==> src/rtl/store_buffer_coalesce.sv <==
// Byte-granular store buffer: circular FIFO of committed stores with optional
// same-word coalescing, store-to-load forwarding and a req/ack drain FSM.
module store_buffer_coalesce #(
  parameter int XLEN     = 32,
  parameter int ADDR_LEN = 32,
  parameter int DEPTH    = 4,
  parameter int COALESCE = 1
) (
  input  logic                         clk,
  input  logic                         reset,
  input  logic                         st_valid_i,
  input  logic [ADDR_LEN-1:0]          st_addr_i,
  input  logic [XLEN-1:0]              st_data_i,
  input  logic [1:0]                   st_size_i,
  output logic                         st_ready_o,
  input  logic                         ld_valid_i,
  input  logic [ADDR_LEN-1:0]          ld_addr_i,
  input  logic [1:0]                   ld_size_i,
  output logic                         fwd_hit_o,
  output logic [XLEN-1:0]              fwd_data_o,
  output logic                         fwd_stall_o,
  input  logic                         drain_en_i,
  input  logic                         fence_i,
  output logic                         drain_req_o,
  output logic [ADDR_LEN-1:0]          drain_addr_o,
  output logic [XLEN-1:0]              drain_data_o,
  output logic [XLEN/8-1:0]            drain_be_o,
  input  logic                         drain_ack_i,
  output logic [$clog2(DEPTH+1)-1:0]   count_o,
  output logic                         full_o,
  output logic                         empty_o
);

  localparam int NB   = XLEN / 8;
  localparam int OFFW = $clog2(NB);
  localparam int PW   = $clog2(DEPTH);
  localparam int CW   = $clog2(DEPTH + 1);
  localparam int WAW  = ADDR_LEN - OFFW;

  typedef enum logic {S_IDLE, S_REQ} state_t;

  function automatic logic [NB-1:0] lane_mask(input logic [1:0] size, input logic [OFFW-1:0] off);
    logic [NB-1:0] base;
    base = '0;
    case (size)
      2'd0:    base[0]   = 1'b1;
      2'd1:    base[1:0] = 2'b11;
      default: base[3:0] = 4'hF;
    endcase
    return base << off;
  endfunction

  function automatic logic [XLEN-1:0] bytes_to_bits(input logic [NB-1:0] m);
    logic [XLEN-1:0] bits;
    for (int b = 0; b < NB; b++) bits[8*b +: 8] = {8{m[b]}};
    return bits;
  endfunction

  logic [DEPTH-1:0] ent_valid;
  logic [WAW-1:0]   ent_waddr [DEPTH];
  logic [XLEN-1:0]  ent_data  [DEPTH];
  logic [NB-1:0]    ent_mask  [DEPTH];

  logic [PW-1:0]   head, tail, tail_m1;
  logic [CW-1:0]   count;
  state_t          state, state_next;

  logic [OFFW-1:0] st_off, ld_off;
  logic [WAW-1:0]  st_waddr, ld_waddr;
  logic [NB-1:0]   st_mask;
  logic [XLEN-1:0] st_data_sh;
  logic            full, merge, push, push_new, push_merge, pop;

  assign st_off     = st_addr_i[OFFW-1:0];
  assign st_waddr   = st_addr_i[ADDR_LEN-1:OFFW];
  assign ld_off     = ld_addr_i[OFFW-1:0];
  assign ld_waddr   = ld_addr_i[ADDR_LEN-1:OFFW];
  assign st_mask    = lane_mask(st_size_i, st_off);
  assign st_data_sh = (st_data_i & bytes_to_bits(lane_mask(st_size_i, '0))) << {st_off, 3'b000};
  assign tail_m1    = tail - PW'(1);

  // The head entry is frozen once presented to the dcache, so it never merges.
  assign merge      = (COALESCE != 0) && (count != '0) && ent_valid[tail_m1] &&
                      (ent_waddr[tail_m1] == st_waddr) &&
                      !((state == S_REQ) && (tail_m1 == head));
  assign full       = (count == CW'(DEPTH));
  assign st_ready_o = ~full | merge;
  assign push       = st_valid_i & st_ready_o;
  assign push_new   = push & ~merge;
  assign push_merge = push & merge;
  assign pop        = (state == S_REQ) & drain_ack_i;

  always_comb begin
    // NOTE: every combinational output gets a default first so no latch is inferred.
    state_next = state;
    case (state)
      S_IDLE: if ((count != '0) && (drain_en_i | fence_i)) state_next = S_REQ;
      S_REQ:  if (drain_ack_i)
                state_next = ((count > CW'(1)) && (drain_en_i | fence_i)) ? S_REQ : S_IDLE;
      default: state_next = S_IDLE;
    endcase
  end

  always_ff @(posedge clk) begin
    if (reset) begin
      state     <= S_IDLE;
      head      <= '0;
      tail      <= '0;
      count     <= '0;
      ent_valid <= '0;
    end else begin
      state <= state_next;
      count <= count + CW'(push_new) - CW'(pop);
      if (pop) begin
        ent_valid[head] <= 1'b0;
        head            <= head + PW'(1);
      end
      if (push_new) begin
        ent_valid[tail] <= 1'b1;
        tail            <= tail + PW'(1);
      end
    end
  end

  // NOTE: entry payload is not reset; the valid bits alone decide what is live.
  always_ff @(posedge clk) begin
    if (push_new) begin
      ent_waddr[tail] <= st_waddr;
      ent_data[tail]  <= st_data_sh;
      ent_mask[tail]  <= st_mask;
    end else if (push_merge) begin
      for (int b = 0; b < NB; b++)
        if (st_mask[b]) ent_data[tail_m1][8*b +: 8] <= st_data_sh[8*b +: 8];
      ent_mask[tail_m1] <= ent_mask[tail_m1] | st_mask;
    end
  end

  logic [PW-1:0]   fwd_idx;
  logic [NB-1:0]   found, needed, covered;
  logic [XLEN-1:0] fwd_word;

  // Walk oldest to youngest so a younger entry overwrites an older byte.
  always_comb begin
    fwd_idx  = head;
    found    = '0;
    fwd_word = '0;
    for (int k = 0; k < DEPTH; k++) begin
      fwd_idx = head + PW'(k);
      if (ent_valid[fwd_idx] && (ent_waddr[fwd_idx] == ld_waddr)) begin
        for (int b = 0; b < NB; b++) begin
          if (ent_mask[fwd_idx][b]) begin
            found[b]          = 1'b1;
            fwd_word[8*b +: 8] = ent_data[fwd_idx][8*b +: 8];
          end
        end
      end
    end
    needed      = ld_valid_i ? lane_mask(ld_size_i, ld_off) : '0;
    covered     = found & needed;
    fwd_hit_o   = (needed != '0) && (covered == needed);
    fwd_stall_o = (covered != '0) && !fwd_hit_o;
    fwd_data_o  = fwd_hit_o ? ((fwd_word >> {ld_off, 3'b000}) &
                               bytes_to_bits(lane_mask(ld_size_i, '0))) : '0;
  end

  assign drain_req_o  = (state == S_REQ);
  assign drain_addr_o = drain_req_o ? {ent_waddr[head], {OFFW{1'b0}}} : '0;
  assign drain_data_o = drain_req_o ? ent_data[head] : '0;
  assign drain_be_o   = drain_req_o ? ent_mask[head] : '0;

  assign count_o = count;
  assign full_o  = full;
  assign empty_o = (count == '0);

endmodule

==> config.mk <==
export PLATFORM = sky130hd
export DESIGN_NAME = store_buffer_coalesce
export DESIGN_NICKNAME = d
export VERILOG_FILES = /design/src/rtl/store_buffer_coalesce.sv
export SDC_FILE = /design/constraint.sdc
export NUM_CORES = 1
export LEC_CHECK = 0
export ABC_CLOCK_PERIOD_IN_PS = 17600
export CAP_MARGIN = 20
export CORE_MARGIN = 2
export CORE_UTILIZATION = 41
export CTS_CLUSTER_SIZE = 12
export DETAILED_ROUTE_END_ITERATION = 10
export GPL_ROUTABILITY_DRIVEN = 0
export PLACE_DENSITY = 0.6
export SLEW_MARGIN = 20
export SYNTH_ARGS = -nofsm -noshare
export SYNTH_HDL_FRONTEND = slang
export SYNTH_SLANG_ARGS = --single-unit
==> constraint.sdc <==
create_clock -name clk -period 17.6 [get_ports clk]
set_input_delay 2.64 -clock clk [delete_from_list [all_inputs] [get_ports clk]]
set_output_delay 2.64 -clock clk [all_outputs]
set_load 0.02 [all_outputs]
==> summary.md <==
| Metric | Value |
|---|---|
| Status | complete, no violations |
| Fin crit period | about 10,000 ps |
| Number of clock buffers inserted by TritonCTS | 35 |
| Setup TNS | 0 ps |
| Largest net degree at the start of global routing | 142 |
| Reg2reg start | tail[0] |
| Startpoint Class | flop |
| Initial Utilization | approximately two fifths |
| # H-tree levels | 2 |
| Top_reg_cell synth | edfxtp_1 |
| R2R depth | 11 |
| Final count of hold timing violations | 0 |
| Hold buffer count at CTS | 0 |
| Drt pass-1 iters | 8 |
| Most frequent cells in the layout | 264 x edfxtp_1, 213 x clkdlybuf4s50_1, 185 x mux4_2 |
| Peak supply drop | between 0.0001 and 0.00015 V |
| Port Buf Inserts | ~210 |
| Mapped Cells | between 1,500 and 2,000 |
| R2r setup slk | 10,950 ps |
| EDFF count, synth | roughly 260 |
| CTS tree | yes |
| Yosys warning total | 0 |
| Drt wl/cell | around 30 µm |
| CP required | about 15,000 ps |
| First-pass GRT wire length | between 100,000 and 150,000 µm |
| Die area | about 56,000 µm² |
| Setup Skew | 45.5 ps |
| Placement Setup Slack | about 7300 ps |
| Root Driver | clkbuf_16 |
| Antenna fix cells | 0 |
| Die X | ~240 µm |
| Max-Cap Viols | 0 |
| RR Endpoint | ent_data[0][13] |
| Post-CTS setup buffer count | 0 |
| Routed via count | roughly 18,000 |
| Mean Syn Cell Area | between 10 and 15 µm² |
| Actual slew at the worst max-slew pin | about 1200 ps |
| Die H | 237 µm |
| Clock slew at reported path FFs | 50 ps |
| Hold Crit Class | reg2reg |
| CP Max Fanout | between 100 and 150 |
| Critical setup path kind | reg2out |
| Hold Crit Depth | 2 |
| GRT Total Usage | roughly 28% |
| Async set or reset register ratio after synthesis | 0% |
| Drt initial violations | roughly 2,500 |
| Sink Count | 278 |
| Final setup fails | 0 |
| Clock Tree Buf Depth | 3 |
| Hold path start | ent_valid[1] |
| Flops & latches, synth | 278 |
| Via density | 6.61 |
| Post-cts sizing count | 0 |
| Worst Setup Slack, final | between 7000 and 8000 ps |
| Ports | around 220 |
| Vias in the first global route | 17,300 |
| Residual DRC | 0 |
| Sequential area share after synthesis | between 30% and 40% |
| Skew-Pair Late Insertion Delay | ~570 ps |
| Final ANT Viol Nets | 0 |
| Placeable Area | 53,600 µm² |
| Number of cell rows | between 80 and 90 |
| Fillers | 4,820 |
| Detail Placement HPWL | between 50,000 and 60,000 µm |
| Total Wirelength | around 80,000 µm |
| Gr ovfl total | 0 |
| Layout net count | about 2,100 |
| Final Max Tran Viols | 0 |
| RSZ-0062 raised after global routing | false |
| Synth cell types | approximately 100 |
| Hold endpoint | ent_valid[1] |
| Rel. slew slack | roughly a fifth |
| CP arrival | 7840 ps |
| Final period util | about three fifths |
| Area grow syn2layout | 16.0% |
| Crit. End Element | output pin |
| Leakage | roughly 0.008 µW |
| Commonest non-fill, non-tap cell in the layout | edfxtp_1 |
| Fraction of layout cells with a size suffix above 1 | between 10% and 20% |
| Initial antenna violation count | 1 |
| Fmax achieved | between 90 and 100 MHz |
| Power Density | around 110 nW/µm² |
| Mapped Area | around 22,000 µm² |
[cells in the mapped netlist (12+ instances only)]
cell type	count	area, µm²
edfxtp_1	264	7930
mux4_2	185	4170
mux2i_1	148	1480
xnor2_1	112	981
nor2_1	110	413
nand2_1	107	402
and2_1	86	538
clkbuf_1	79	297
o21ai_0	71	355
a21oi_1	67	335
mux2_2	52	586
inv_1	47	176
nor3_1	35	175
nand4_1	30	188
nand3_1	29	145
buf_2	28	140
nor2b_1	26	163
buf_1	24	90.1
xor2_1	22	193
a211oi_1	16	120
a2bb2oi_1	16	140
nand2b_1	15	93.8
dfxtp_1	14	280
nor4_1	13	81.3
a22oi_1	12	90.1
a32oi_1	12	105
ha_1	12	150
o311ai_0	12	105
[sequential cells by signal, indices dropped and copies added, names as in the netlist, named ones only]
register,flops
tail,2
ent_mask,16
ent_waddr,120
drain_req_o,1
count_o,3
ent_data,128
ent_valid,4
head,2
[worst max-delay path, stage by stage, from the launching register on]
cell and delay, ps:
dfxtp_4 690, buf_12 750, buf_4 980, mux2i_1 440
o2bb2ai_1 190, o41ai_1 450, o21ai_0 270, or4b_1 880
or3_1 680, a211o_1 300, a311oi_1 530, a221oi_1 150
a21oi_1 230, clkdlybuf4s50_1 640
[worst max-delay path by stage]
| stage | from | endpoint | cells after the start | slack (ps) |
|---|---|---|---|---|
| 2_1_floorplan | ld_addr_i[11] | fwd_data_o[12] | 13 | 9070 |
| 3_3_place_gp | ld_addr_i[5] | fwd_data_o[2] | 10 | 7370 |
| 3_5_place_dp | ld_addr_i[21] | fwd_data_o[6] | 11 | 7330 |
| 4_1_cts | head[0] | fwd_data_o[6] | 13 | 7220 |
| 5_1_grt | head[0] | fwd_data_o[6] | 13 | 6830 |
| 6_report | head[0] | fwd_data_o[1] | 13 | 7120 |
[metal layers]
layer  part of all wire (%)  vias to the layer above  routed length (µm)  track usage (%)
li1                       -                     7713                   -                -
met1                     42                     9061               33600             41.6
met2                     44                     1152               35800             42.7
met3                     11                      158                8930             5.49
met4                    3.1                        2                2490             8.71
met5                  0.016                        -                  13                0
[power by group]
part	switching, µW	internal (µW)
combinational	779	576
clock	295	409
sequential	84.8	811
[layout make-up]
type	instances	area [µm²]	share of cell area (%)
Tap cell	696	871	3.38
Sequential cell	278	8230	32.0
Inverter	48	180	0.700
Clock buffer	45	935	3.63
Clock inverter	18	179	0.695
Timing Repair Buffer	233	2290	8.92
Multi-Input combinational cell	1418	13100	50.7
[kinds of logic (layout without fill, tap and decap cells)]
| group | Yosys count | in the layout | share of synthesized area [%] |
|---|---|---|---|
| xor+xnor | 134 | 134 | 5.29 |
| flops | 278 | 278 | 37.0 |
| fa+ha+maj | 13 | 13 | 0.767 |
| compound gates | 349 | 349 | 11.3 |
| other cells | 1 | 2 | 0.0169 |
| simple gates | 534 | 534 | 13.0 |
| mux | 386 | 386 | 28.2 |
| buf+inv | 202 | 344 | 4.36 |
[through the flow]
stage	utilization [%]	total power (µW)	hold slack [ps]	cell area (µm²)	std cells
finish	48.0	2960	597	25700	2736
CTS	48.0	2940	584	25700	2736
floorplan	-	1790	497	22200	1898
global route	48.0	3070	619	25700	2736
global placement	45.9	2220	571	24600	2673
detailed placement	45.9	2230	569	24600	2673
No activity file was read; power rests on OpenSTA's default activity.
